$ cat config.mk
export PLATFORM = sky130hd
export DESIGN_NAME = lsu
export DESIGN_NICKNAME = d
export VERILOG_FILES = /design/src/rtl/lsu.sv
export SDC_FILE = /design/constraint.sdc
export NUM_CORES = 1
export LEC_CHECK = 0
export ABC_AREA = 1
export BUFFER_PORTS_ARGS = -buffer_cell sky130_fd_sc_hd__buf_2
export CAP_MARGIN = 10
export CORE_MARGIN = 10
export CORE_UTILIZATION = 25
export CTS_BUF_LIST = sky130_fd_sc_hd__clkbuf_16
export DETAILED_ROUTE_END_ITERATION = 6
export SYNTH_ARGS = -nofsm -noshare
export SYNTH_HDL_FRONTEND = slang
export SYNTH_SLANG_ARGS = --single-unit
$ cat constraint.sdc
create_clock -name clk -period 2 [get_ports clk]
set_clock_uncertainty 0.2 [all_clocks]
set_input_delay 0.1 -clock clk [delete_from_list [all_inputs] [get_ports clk]]
set_output_delay 0.1 -clock clk [all_outputs]
set_load 0.01 [all_outputs]
$ cat src/rtl/lsu.sv
// lsu: load/store unit between execute and dmem.
// Takes one RV32I load/store at a time and turns it into word-aligned dmem
// accesses. Sub-word stores are done as read-modify-write. Load data is
// extracted from the word and sign/zero-extended. Misaligned or illegal
// requests get an error response and never reach memory.
//
// Ports:
//   clk, rst_n          clock, asynchronous active-low reset
//   req_valid/req_ready request handshake (ready only while idle)
//   req_we              1 = store, 0 = load
//   req_funct3          RV32I width code (B, H, W, BU, HU)
//   req_addr            byte address
//   req_wdata           right-aligned store data
//   resp_valid          one-cycle completion pulse
//   resp_rdata          extended load result (0 for stores/errors)
//   resp_err            misaligned/illegal request flag
//   mem_we/mem_addr/mem_wdata  word-aligned dmem access
//   mem_rdata           combinational dmem read data of mem_addr
module lsu #(
  parameter int unsigned ADDR_W = 32
) (
  input  logic              clk,
  input  logic              rst_n,
  input  logic              req_valid,
  output logic              req_ready,
  input  logic              req_we,
  input  logic [2:0]        req_funct3,
  input  logic [ADDR_W-1:0] req_addr,
  input  logic [31:0]       req_wdata,
  output logic              resp_valid,
  output logic [31:0]       resp_rdata,
  output logic              resp_err,
  output logic              mem_we,
  output logic [ADDR_W-1:0] mem_addr,
  output logic [31:0]       mem_wdata,
  input  logic [31:0]       mem_rdata
);

  localparam int unsigned DATA_W = 32;

  typedef enum logic [2:0] {
    S_IDLE,
    S_LOAD,
    S_WRITE,
    S_RMW_RD,
    S_RMW_WR,
    S_RESP
  } state_t;

  state_t state, state_nx;

  // Latched request fields (the load/store direction is carried by the state)
  logic [2:0]        funct3_q;
  logic [ADDR_W-1:0] addr_q;
  logic [DATA_W-1:0] wdata_q;

  // Next values of the registered outputs
  logic              accept;
  logic [ADDR_W-1:0] addr_src;
  logic              req_ready_d;
  logic              resp_valid_d;
  logic [DATA_W-1:0] resp_rdata_d;
  logic              resp_err_d;
  logic              mem_we_d;
  logic [ADDR_W-1:0] mem_addr_d;
  logic [DATA_W-1:0] mem_wdata_d;

  // Reserved codes, sub-word-unsigned stores and misaligned H/W are illegal
  function automatic logic is_illegal(input logic we, input logic [2:0] f3,
                                      input logic [1:0] a);
    logic ill;
    ill = 1'b0;
    if (f3 == 3'b011 || f3 == 3'b110 || f3 == 3'b111) ill = 1'b1;
    if (we && f3[2])                                  ill = 1'b1;
    if (f3[1:0] == 2'b01 && a[0])                     ill = 1'b1;
    if (f3 == 3'b010 && a != 2'b00)                   ill = 1'b1;
    return ill;
  endfunction

  // Select the addressed lane of a word and extend it per funct3
  function automatic logic [DATA_W-1:0] load_extract(input logic [DATA_W-1:0] w,
                                                     input logic [2:0] f3,
                                                     input logic [1:0] a);
    logic [7:0]        b;
    logic [15:0]       h;
    logic [DATA_W-1:0] r;
    case (a)
      2'd0:    b = w[7:0];
      2'd1:    b = w[15:8];
      2'd2:    b = w[23:16];
      default: b = w[31:24];
    endcase
    h = a[1] ? w[31:16] : w[15:0];
    case (f3)
      3'b000:  r = {{24{b[7]}}, b};
      3'b100:  r = {24'd0, b};
      3'b001:  r = {{16{h[15]}}, h};
      3'b101:  r = {16'd0, h};
      default: r = w;
    endcase
    return r;
  endfunction

  // Replace the addressed byte (SB) or halfword (SH) of the old word
  function automatic logic [DATA_W-1:0] store_merge(input logic [DATA_W-1:0] old,
                                                    input logic [DATA_W-1:0] wd,
                                                    input logic [2:0] f3,
                                                    input logic [1:0] a);
    logic [DATA_W-1:0] r;
    r = old;
    if (f3[0] == 1'b0) begin
      case (a)
        2'd0:    r[7:0]   = wd[7:0];
        2'd1:    r[15:8]  = wd[7:0];
        2'd2:    r[23:16] = wd[7:0];
        default: r[31:24] = wd[7:0];
      endcase
    end else if (a[1]) begin
      r[31:16] = wd[15:0];
    end else begin
      r[15:0] = wd[15:0];
    end
    return r;
  endfunction

  // State register, request latch and registered outputs
  always_ff @(posedge clk or negedge rst_n) begin
    if (!rst_n) begin
      state      <= S_IDLE;
      funct3_q   <= 3'd0;
      addr_q     <= '0;
      wdata_q    <= '0;
      req_ready  <= 1'b1;
      resp_valid <= 1'b0;
      resp_rdata <= '0;
      resp_err   <= 1'b0;
      mem_we     <= 1'b0;
      mem_addr   <= '0;
      mem_wdata  <= '0;
    end else begin
      state      <= state_nx;
      req_ready  <= req_ready_d;
      resp_valid <= resp_valid_d;
      resp_rdata <= resp_rdata_d;
      resp_err   <= resp_err_d;
      mem_we     <= mem_we_d;
      mem_addr   <= mem_addr_d;
      mem_wdata  <= mem_wdata_d;
      if (accept) begin
        funct3_q <= req_funct3;
        addr_q   <= req_addr;
        wdata_q  <= req_wdata;
      end
    end
  end

  // Next state; outputs are derived from the state being entered
  always_comb begin
    state_nx     = state;
    accept       = 1'b0;
    addr_src     = addr_q;
    resp_rdata_d = '0;
    resp_err_d   = 1'b0;
    mem_wdata_d  = '0;

    case (state)
      S_IDLE: begin
        if (req_valid) begin
          accept   = 1'b1;
          addr_src = req_addr;
          if (is_illegal(req_we, req_funct3, req_addr[1:0])) begin
            state_nx   = S_RESP;
            resp_err_d = 1'b1;
          end else if (!req_we) begin
            state_nx = S_LOAD;
          end else if (req_funct3 == 3'b010) begin
            state_nx    = S_WRITE;
            mem_wdata_d = req_wdata;
          end else begin
            state_nx = S_RMW_RD;
          end
        end
      end
      S_LOAD: begin
        resp_rdata_d = load_extract(mem_rdata, funct3_q, addr_q[1:0]);
        state_nx     = S_RESP;
      end
      S_WRITE: state_nx = S_RESP;
      S_RMW_RD: begin
        // Merged word goes straight into the mem_wdata register for RMW_WR
        mem_wdata_d = store_merge(mem_rdata, wdata_q, funct3_q, addr_q[1:0]);
        state_nx    = S_RMW_WR;
      end
      S_RMW_WR: state_nx = S_RESP;
      S_RESP:   state_nx = S_IDLE;
      default:  state_nx = S_IDLE;
    endcase

    req_ready_d  = (state_nx == S_IDLE);
    resp_valid_d = (state_nx == S_RESP);
    mem_we_d     = (state_nx == S_WRITE) || (state_nx == S_RMW_WR);
    mem_addr_d   = '0;
    if (state_nx == S_LOAD || state_nx == S_WRITE ||
        state_nx == S_RMW_RD || state_nx == S_RMW_WR) begin
      mem_addr_d = {addr_src[ADDR_W-1:2], 2'b00};
    end
  end

endmodule

==> run metrics, run 1 <==
total power after layout around 15 mW; peak clock frequency supported by timing 0.524 GHz; kind of start point of the critical path flip-flop; Post-Place Worst Slack 89.6 ps; initial DRC count around 450; H-tree Lvls 4; relative area change from synthesis to final layout 45.1%; Die Y around 190 um; synthesized netlist cell count ~830; cell chain of the critical path inv_2, nand2_1, a21oi_4, nor2_1, a311oi_1; portion of synthesized cell area occupied by the leading cell type 0.536; number of enable-type register cells in the synthesized netlist 0; number of iterations in the first detailed-routing pass 5; Critical Path Max Stage Delay ~430 ps; Cell Count, Final, Fillers Out roughly 1500; Max stage delay cell, worst path sky130_fd_sc_hd__dfrtp_1; actual transition at the worst max-transition pin between 800 and 900 ps; endpoint required time on the critical path roughly 2100 ps; overall routing resource usage 0.147; Worst IR Drop VDD around 0.00084 V; clock edge transition at the registers on the reported setup and hold paths around 70 ps; Final Hold Viols 0; CTS Sinks ~150; Residual DRC 0; core footprint around 0.028 mm^2; power dissipated by switching net loads 6.03 mW; Clock Power Share 0.213; Critical Path Sink Type flip-flop; Internal Dissipation 8.51 mW; max cap viols 0; Routed wire per std cell approximately 17 um; via count 6954; IO Port Bufs 200; main flop type after synthesis sky130_fd_sc_hd__dfrtp_1; routed wire length 26600 um; Worst Path Buf+Inv 1; final critical delay including setup and external delays roughly 1900 ps; wire length of the first global-routing pass just over 40000 um; residual overflow from global routing 0; static leakage power slightly above 5 nW; relative contribution of combinational cells to total power 0.456; clk root buf sky130_fd_sc_hd__clkbuf_16; cell taking the most area after synthesis sky130_fd_sc_hd__dfrtp_1; CP Max Fanout 13; count of state elements after synthesis 152; switching fraction of total power 0.415; maximum number of pins on one net before global-route repair approximately 80; Die ar. around 0.035 mm^2; sequential element share of the synthesized area 0.540; top cell types by occurrence after synthesis sky130_fd_sc_hd__dfrtp_1 (151), sky130_fd_sc_hd__nand2_1 (146), sky130_fd_sc_hd__o21ai_0 (108); final weighted congestion in routability-driven placement 0.880; Hold Path Class in2async; Setup TNS 0 ps; effective utilization at floorplan 0.254; power density over the cells ~1400 mW/mm^2; number of fill cells in the layout between 2000 and 3000; share of flip-flops with an asynchronous set or reset after synthesis 1.00; TritonCTS buffer count 17; average cell area after synthesis around 8.5 um^2; number of core rows 61; setup slack of the critical path after layout ~90 ps; max-slew violations 0; CP delay by family, top compound AO/OA/AOI/OAI gates; unrepaired setup endpoints after global routing true; netlist area before placement 0.00705 mm^2; total area of multi-input combinational cells around 0.0027 mm^2; distinct cell type count of the synthesized netlist 39; main area contributors after synthesis sky130_fd_sc_hd__dfrtp_1 (54%), sky130_fd_sc_hd__nand2_1 (7.8%), sky130_fd_sc_hd__o21ai_0 (7.7%); warning count from the yosys run 0; antenna violations before repair 0; cell with the most instances after synthesis sky130_fd_sc_hd__dfrtp_1; clk buf depth 2; layout cells sized above 1 0.291; number of I/O pins 203; die width between 150 and 200 um; data arrival time of the critical path approximately 2000 ps; final number of setup-violating endpoints 0; Placed Cells around 1400; Register Area approximately 0.0038 mm^2; clock insertion delay at the later pin of the skew report about 440 ps; post-route antenna net violation count 0; worst setup path category reg2reg; CTS tree yes; run status completed; Layout Nets ~1200; headroom to the max-slew limit 0.461; half-perimeter wire length after placement 19000 um; final critical-path share of the clock period 0.955; hold slack final between 20 and 25 ps; via count of the first global-routing pass between 6000 and 7000; Via-to-Cell Ratio about 4.6; register share of total power 0.331
==> cell families (layout without fill, tap and decap cells) <==
group,count (synthesis),count (layout),synth area share
AO/OA/AOI/OAI,182,182,0.147
other,1,3,0.000532
buffers and inverters,145,462,0.0854
flip-flops,152,152,0.540
AND/OR/NAND/NOR,351,351,0.228
==> routing by layer <==
layer	GRT usage	wire length [um]	vias to the layer above
li1	-	-	3301
met1	0.179	11200	3340
met2	0.244	13000	260
met3	0.0289	1420	53
met4	0.0698	907	0
met5	0	0	-
==> registers in the layout, summed over array words and instances, names as in the netlist <==
| register | flops |
|---|---|
| resp_rdata | 32 |
| mem_we | 1 |
| state | 3 |
| wdata_q | 16 |
| addr_q | 32 |
| resp_valid | 1 |
| resp_err | 1 |
| mem_addr | 30 |
| req_ready | 1 |
| mem_wdata | 32 |
| funct3_q | 3 |
==> power groups by stage <==
stage	clock [mW]	combinational, mW	sequential, mW
global placement	0	5.98	4.82
floorplan	0	3.86	4.92
finish	3.09	6.63	4.82
global route	3.29	7.36	4.92
detailed placement	0	6.12	4.83
CTS	3.18	6.32	4.79
==> metrics by stage <==
step                 util  instance area, um^2
floorplan               -                 7050
global placement    0.309                 8580
detailed placement  0.309                 8580
CTS                 0.366                10200
global route        0.368                10200
finish              0.368                10200
==> layout by cell type, fill, tap and decap left out, types with 14 or more instances in the layout <==
cell,synthesis,layout
sky130_fd_sc_hd__buf_2,9,199
sky130_fd_sc_hd__dfrtp_1,151,150
sky130_fd_sc_hd__nand2_1,146,146
sky130_fd_sc_hd__o21ai_0,108,106
sky130_fd_sc_hd__dlygate4sd3_1,0,103
sky130_fd_sc_hd__inv_1,88,88
sky130_fd_sc_hd__nor2_1,72,72
sky130_fd_sc_hd__nand3_1,63,63
sky130_fd_sc_hd__or2_2,30,30
sky130_fd_sc_hd__a21oi_1,30,29
sky130_fd_sc_hd__buf_4,2,23
sky130_fd_sc_hd__nor2_2,21,21
sky130_fd_sc_hd__clkbuf_16,0,18
sky130_fd_sc_hd__o211ai_1,16,16
sky130_fd_sc_hd__o31ai_1,14,14
==> path summary, 6_finish.rpt <==
kind | slack [ps] | cells past startpoint | end | start
min in group clk | 270 | 4 | resp_rdata[28] | mem_rdata[28]
max in group asynchronous | 390 | 3 | addr_q[5] | rst_n
min reg2reg | 350 | 2 | wdata_q[14] | wdata_q[14]
max | 90 | 5 | resp_rdata[3] | funct3_q[0]
min | 20 | 3 | wdata_q[14] | rst_n
max reg2reg | 90 | 5 | resp_rdata[3] | funct3_q[0]
==> tightest hold or removal path, stage by stage <==
cell and delay [ps]:
sky130_fd_sc_hd__dlygate4sd3_1 550, sky130_fd_sc_hd__buf_6 130, sky130_fd_sc_hd__buf_12 260
==> repair_timing <==
action,in CTS,in global routing
resized for setup,0,9
setup endpoints to repair,0,42
buffers inserted,0,1
hold endpoints to repair,302,0
hold buffers,103,0
==> area by class of cell <==
type                       count  area share
timing repair buffer         335       0.232
sequential                   152       0.372
multi-input combinational    535       0.260
antenna                        1    0.000245
clock inverter                15      0.0122
tap                          378      0.0462
clock buffer                  17      0.0416
inverter                      95      0.0351
Power figures use the tool's default switching activity.
==> inputs of run 2 (changes only) <==
- ABC_AREA: 1 -> not set
==> run metrics, run 2 <==
wire length of the first global-routing pass between 30000 and 40000 um; power density over the cells roughly 1200 mW/mm^2; Worst Path Buf+Inv 2; Critical Path Most Common Cell sky130_fd_sc_hd__buf_12; met2 track demand over resource in global routing 0.217; Via-to-Cell Ratio ~4.5; maximum number of pins on one net before global-route repair 56; Placed Cells ~1100; largest registers addr_q x32, mem_wdata x32, resp_rdata x32; netlist area before placement around 0.0065 mm^2; final critical delay including setup and external delays just under 2000 ps; Cell Area, Placed 0.00803 mm^2; CTS Sinks 152; data arrival time of the critical path between 2000 and 2500 ps; run status completed; Layout Nets slightly below 1000; headroom to the max-slew limit 0.468; portion of synthesized cell area occupied by the leading cell type 0.584; antenna violations before repair 3; layout cells sized above 1 0.406; number of I/O pins 203; clock insertion delay at the later pin of the skew report between 400 and 500 ps; max-slew violations 0; number of iterations in the first detailed-routing pass 5; Register Area ~0.0038 mm^2; Residual DRC 0; number of enable-type register cells in the synthesized netlist 0; post-route antenna net violation count 0; Setup TNS 0 ps; actual transition at the worst max-transition pin 796 ps; main area contributors after synthesis sky130_fd_sc_hd__dfrtp_1 (58%), sky130_fd_sc_hd__nand2_1 (5.0%), sky130_fd_sc_hd__mux2_2 (4.4%); commonest non-fill, non-tap cell in the layout sky130_fd_sc_hd__buf_2; hold slack final roughly 18 ps; cell with the most instances after synthesis sky130_fd_sc_hd__dfrtp_1; Critical Path Max Stage Delay ~580 ps; max cap viols 0; IO Port Bufs 200; endpoint required time on the critical path 2130 ps; sequential element share of the synthesized area 0.588; warning count from the yosys run 0; Routed wire per std cell between 15 and 20 um; setup slack of the critical path after layout around 15 ps; final weighted congestion in routability-driven placement between 0.8 and 0.9; main flop type after synthesis sky130_fd_sc_hd__dfrtp_1; number of core rows 58; worst setup path category reg2reg; count of state elements after synthesis approximately 150; distinct cell type count of the synthesized netlist between 40 and 50; via count roughly 5400; effective utilization at floorplan 0.255; total area of multi-input combinational cells ~0.0026 mm^2; H-tree Lvls 4; Die ar. roughly 0.033 mm^2; Layout Utilization 0.391; via count of the first global-routing pass 5823; met3 track demand over resource 0.0422; final critical-path share of the clock period 0.993; residual overflow from global routing 0; static leakage power just over 5 nW; Die Y 181 um; number of fill cells in the layout 2456; cell chain of the critical path or4b_4, a21oi_2, nor2b_4, buf_12, buf_12, o2bb2ai_1; post-route standard cell area excluding fillers just under 0.01 mm^2; share of flip-flops with an asynchronous set or reset after synthesis 1.00; Worst IR Drop VDD ~0.00062 V; synthesized netlist cell count between 500 and 600; met1 layer usage reported by global route 0.170; routed wire length approximately 23000 um; Final Hold Viols 0; overall routing resource usage 0.136; core footprint between 0.02 and 0.03 mm^2; clock edge transition at the registers on the reported setup and hold paths roughly 70 ps; TritonCTS buffer count 17; kind of start point of the critical path flip-flop; half-perimeter wire length after placement ~17000 um; top library cells by usage in the layout, fill and taps aside sky130_fd_sc_hd__buf_2 (199), sky130_fd_sc_hd__dfrtp_1 (151), sky130_fd_sc_hd__dlygate4sd3_1 (103); top cell types by occurrence after synthesis sky130_fd_sc_hd__dfrtp_1 (151), sky130_fd_sc_hd__nand2_1 (86), sky130_fd_sc_hd__nor2b_1 (30); average cell area after synthesis 12.0 um^2; busiest layer in global routing met2; CP delay by family, top simple AND/OR/NAND/NOR gates; Critical Path Sink Type flip-flop; unrepaired setup endpoints after global routing true; Post-Place Worst Slack -80.9 ps; Cell Count, Final, Fillers Out approximately 1200; peak clock frequency supported by timing roughly 0.50 GHz; final number of setup-violating endpoints 0; Max stage delay cell, worst path sky130_fd_sc_hd__or4b_4; relative area change from synthesis to final layout 53.2%; die width 181 um; CP Max Fanout 9; cell taking the most area after synthesis sky130_fd_sc_hd__dfrtp_1; clk buf depth 2; Hold Path Class in2async; total power after layout about 12 mW; CTS tree yes; clk root buf sky130_fd_sc_hd__clkbuf_16; initial DRC count about 270
-- run 2: cell types whose count changed in the layout (fill, tap and decap cells not counted), moves of 16 or more --
cell,delta
sky130_fd_sc_hd__o2bb2ai_2,+18
sky130_fd_sc_hd__mux2i_1,+23
sky130_fd_sc_hd__nor2_2,-21
sky130_fd_sc_hd__o211ai_1,-16
sky130_fd_sc_hd__or2_2,-28
sky130_fd_sc_hd__a21oi_1,-22
sky130_fd_sc_hd__nor2b_1,+29
sky130_fd_sc_hd__mux2_2,+25
sky130_fd_sc_hd__inv_1,-81
sky130_fd_sc_hd__nand3_1,-59
sky130_fd_sc_hd__o21ai_0,-77
sky130_fd_sc_hd__nand2_1,-60
sky130_fd_sc_hd__nor2_1,-56
-- run 2: layout make-up --
cell class / instances / share of cell area
flip-flops and latches: 152 / 0.384
multi-input cells: 344 / 0.259
repair buffers: 340 / 0.251
clock buffers: 17 / 0.0429
well taps: 330 / 0.0417
clock inverters: 15 / 0.0183
inverters: 7 / 0.00265
diodes: 1 / 0.000253
-- run 2: worst register-to-register path: stages, from the launching register on --
cell                        delay, ps
sky130_fd_sc_hd__dfrtp_1          390
sky130_fd_sc_hd__or4b_4           580
sky130_fd_sc_hd__a21oi_2          140
sky130_fd_sc_hd__nor2b_4          180
sky130_fd_sc_hd__buf_12           140
sky130_fd_sc_hd__buf_12           120
sky130_fd_sc_hd__o2bb2ai_1        130
-- run 2: final timing paths --
check | slack, ps | end | cells past startpoint | start
worst max-delay path | 10 | mem_wdata[13] | 6 | state[1]
worst min-delay path | 20 | wdata_q[9] | 3 | rst_n
worst max register to register | 10 | mem_wdata[13] | 6 | state[1]
worst min register to register | 290 | addr_q[6] | 1 | addr_q[6]
max in group asynchronous | 1050 | mem_wdata[30] | 3 | rst_n
min in group clk | 120 | resp_err | 4 | req_valid
-- run 2: metal layers --
layer | vias up | part of all wire | wire length (um)
li1 | 2528 | - | -
met1 | 2646 | 0.43 | 9770
met2 | 175 | 0.49 | 11200
met3 | 34 | 0.066 | 1520
met4 | 2 | 0.021 | 482
met5 | - | 0.00030 | 7
-- run 2: report_power, final --
part           total [mW]  internal, mW  switching [mW]  leakage (nW)
Sequential           4.34          3.93           0.412          2.00
Combinational        4.34          2.12            2.22          2.78
Clock                3.32          1.89            1.43         0.296
-- run 2: repair_timing --
action | in CTS | in global routing
buffers inserted | 0 | 1
hold buffers | 103 | 0
endpoints found under the setup margin | 35 | 42
gates resized for setup | 5 | 21
hold endpoints to repair | 302 | 0
pin swaps | 0 | 1
cloned | 1 | 3
-- run 2: cells by family after synthesis --
group / share of synthesized area
buffers and inverters: 0.0373
AO/OA/AOI/OAI: 0.130
flip-flops: 0.588
multiplexers: 0.107
AND/OR/NAND/NOR: 0.135
adder cells (fa/ha/maj): 0.00155
other: 0.000580
==> inputs of run 3 (changes only) <==
- CORE_UTILIZATION: 25 -> 28
==> run metrics, run 3 (synthesized netlist as in run 2, its figures left out) <==
run status completed; final number of setup-violating endpoints 0; number of iterations in the first detailed-routing pass 5; Clock Power Share 0.269; switching fraction of total power 0.338; worst setup path category reg2reg; number of I/O pins 203; Internal Dissipation about 8 mW; H-tree Lvls 4; Layout Nets between 900 and 1000; effective utilization at floorplan 0.285; antenna violations before repair 1; Critical Path Sink Type flip-flop; die width 172 um; largest registers addr_q x32, mem_wdata x32, resp_rdata x32; register share of total power 0.366; Worst IR Drop VDD 0.000501 V; IO Port Bufs 200; Cell Area, Placed between 0.008 and 0.009 mm^2; endpoint required time on the critical path approximately 2100 ps; CP Max Fanout 31; max-slew violations 0; worst r2r src state[0]; TritonCTS buffer count 17; critical path launch point state[0]; post-route standard cell area excluding fillers between 0.009 and 0.01 mm^2; Routed wire per std cell 19.0 um; Max stage delay cell, worst path sky130_fd_sc_hd__or4b_4; critical register-to-register path endpoint mem_addr[29]; number of core rows between 50 and 60; clock edge transition at the registers on the reported setup and hold paths 70 ps; cell chain of the critical path or4b_4, buf_12, mux2_4, nor2b_1; via count of the first global-routing pass 5701; half-perimeter wire length after placement between 15000 and 20000 um; Reg2Reg Setup Slack about 33 ps; layout cells sized above 1 0.391; max cap viols 0; power density over the cells between 1000 and 1500 mW/mm^2; Reg2Reg Depth 4; CTS tree yes; CTS Sinks around 150; clk buf depth 2; kind of start point of the critical path flip-flop; peak clock frequency supported by timing approximately 0.51 GHz; core footprint approximately 0.023 mm^2; maximum number of pins on one net before global-route repair between 40 and 50; clk root buf sky130_fd_sc_hd__clkbuf_16; data arrival time of the critical path slightly above 2000 ps; Hold Path Class in2async; final critical delay including setup and external delays ~2000 ps; overall routing resource usage 0.146; Residual DRC 0; Critical Path Max Stage Delay just under 600 ps; post-route antenna net violation count 0; relative area change from synthesis to final layout 50.4%; final weighted congestion in routability-driven placement 0.845; initial DRC count ~540; Via-to-Cell Ratio 4.64; Die ar. around 0.030 mm^2; power dissipated by switching net loads approximately 4 mW; relative contribution of combinational cells to total power 0.365; Final Hold Viols 0; commonest non-fill, non-tap cell in the layout sky130_fd_sc_hd__buf_2; Setup TNS 0 ps; clock insertion delay at the later pin of the skew report roughly 430 ps; unrepaired setup endpoints after global routing true; static leakage power about 5 nW; Die Y ~170 um; wire length of the first global-routing pass between 30000 and 40000 um; final critical-path share of the clock period 0.984; via count 5394; top library cells by usage in the layout, fill and taps aside sky130_fd_sc_hd__buf_2 (199), sky130_fd_sc_hd__dfrtp_1 (151), sky130_fd_sc_hd__dlygate4sd3_1 (103); residual overflow from global routing 0; routed wire length around 22000 um; Post-CTS Repair Setup Buffers 0
[run 3: cell type report]
class / instances / area (um^2)
fillers: 2166 / 13000
flip-flops and latches: 152 / 3800
repair buffers: 343 / 2490
multi-input cells: 343 / 2470
clock buffers: 17 / 425
well taps: 285 / 357
clock inverters: 15 / 155
inverters: 7 / 26.3
diodes: 1 / 2.50
[run 3: power by group through the flow]
stage	sequential [mW]	clock, mW	combinational [mW]
global placement	4.35	0	4.09
floorplan	4.41	0	2.50
global route	4.40	3.39	4.68
finish	4.32	3.18	4.31
CTS	4.32	3.26	4.31
detailed placement	4.37	0	4.12
[run 3: stage by stage]
step | power [mW] | instances | util | hold slack (ps) | setup slack, ps
floorplan | 6.92 | 541 | - | -396 | -46.4
global placement | 8.43 | 1026 | 0.355 | -168 | 71.8
detailed placement | 8.49 | 1026 | 0.355 | -168 | 25.2
CTS | 11.9 | 1162 | 0.427 | 40.2 | 13.3
global route | 12.5 | 1163 | 0.428 | 65.7 | -3.14
finish | 11.8 | 1163 | 0.428 | 40.4 | 32.8
[run 3: timing repair]
item	in CTS	in global routing
resized for setup	0	7
endpoints found under the setup margin	0	49
endpoints found under the hold margin	301	0
hold buffers	104	0
[run 3: worst max-delay path by stage]
stage | to | slack (ps) | depth (start not counted)
2_1_floorplan | mem_addr[19] | -50 | 6
3_3_place_gp | mem_wdata[22] | 70 | 6
3_5_place_dp | resp_rdata[31] | 30 | 4
4_1_cts | resp_rdata[31] | 10 | 4
5_1_grt | mem_addr[29] | -3 | 6
6_report | mem_addr[29] | 30 | 4
[run 3: routing by layer]
layer | GRT usage | share of wire | up-vias
met3 | 0.0449 | 0.072 | 43
met1 | 0.180 | 0.42 | 2628
met2 | 0.234 | 0.48 | 191
met4 | 0.0577 | 0.031 | 0
li1 | - | - | 2532
met5 | 0 | 0 | -
[run 3: worst max-delay path, delay by kind of cell (launching register included)]
kind | cells | cell delay, ps
buffers and inverters | 1 | 200
and+or+nand+nor | 2 | 720
muxes | 1 | 330
DFF | 1 | 370
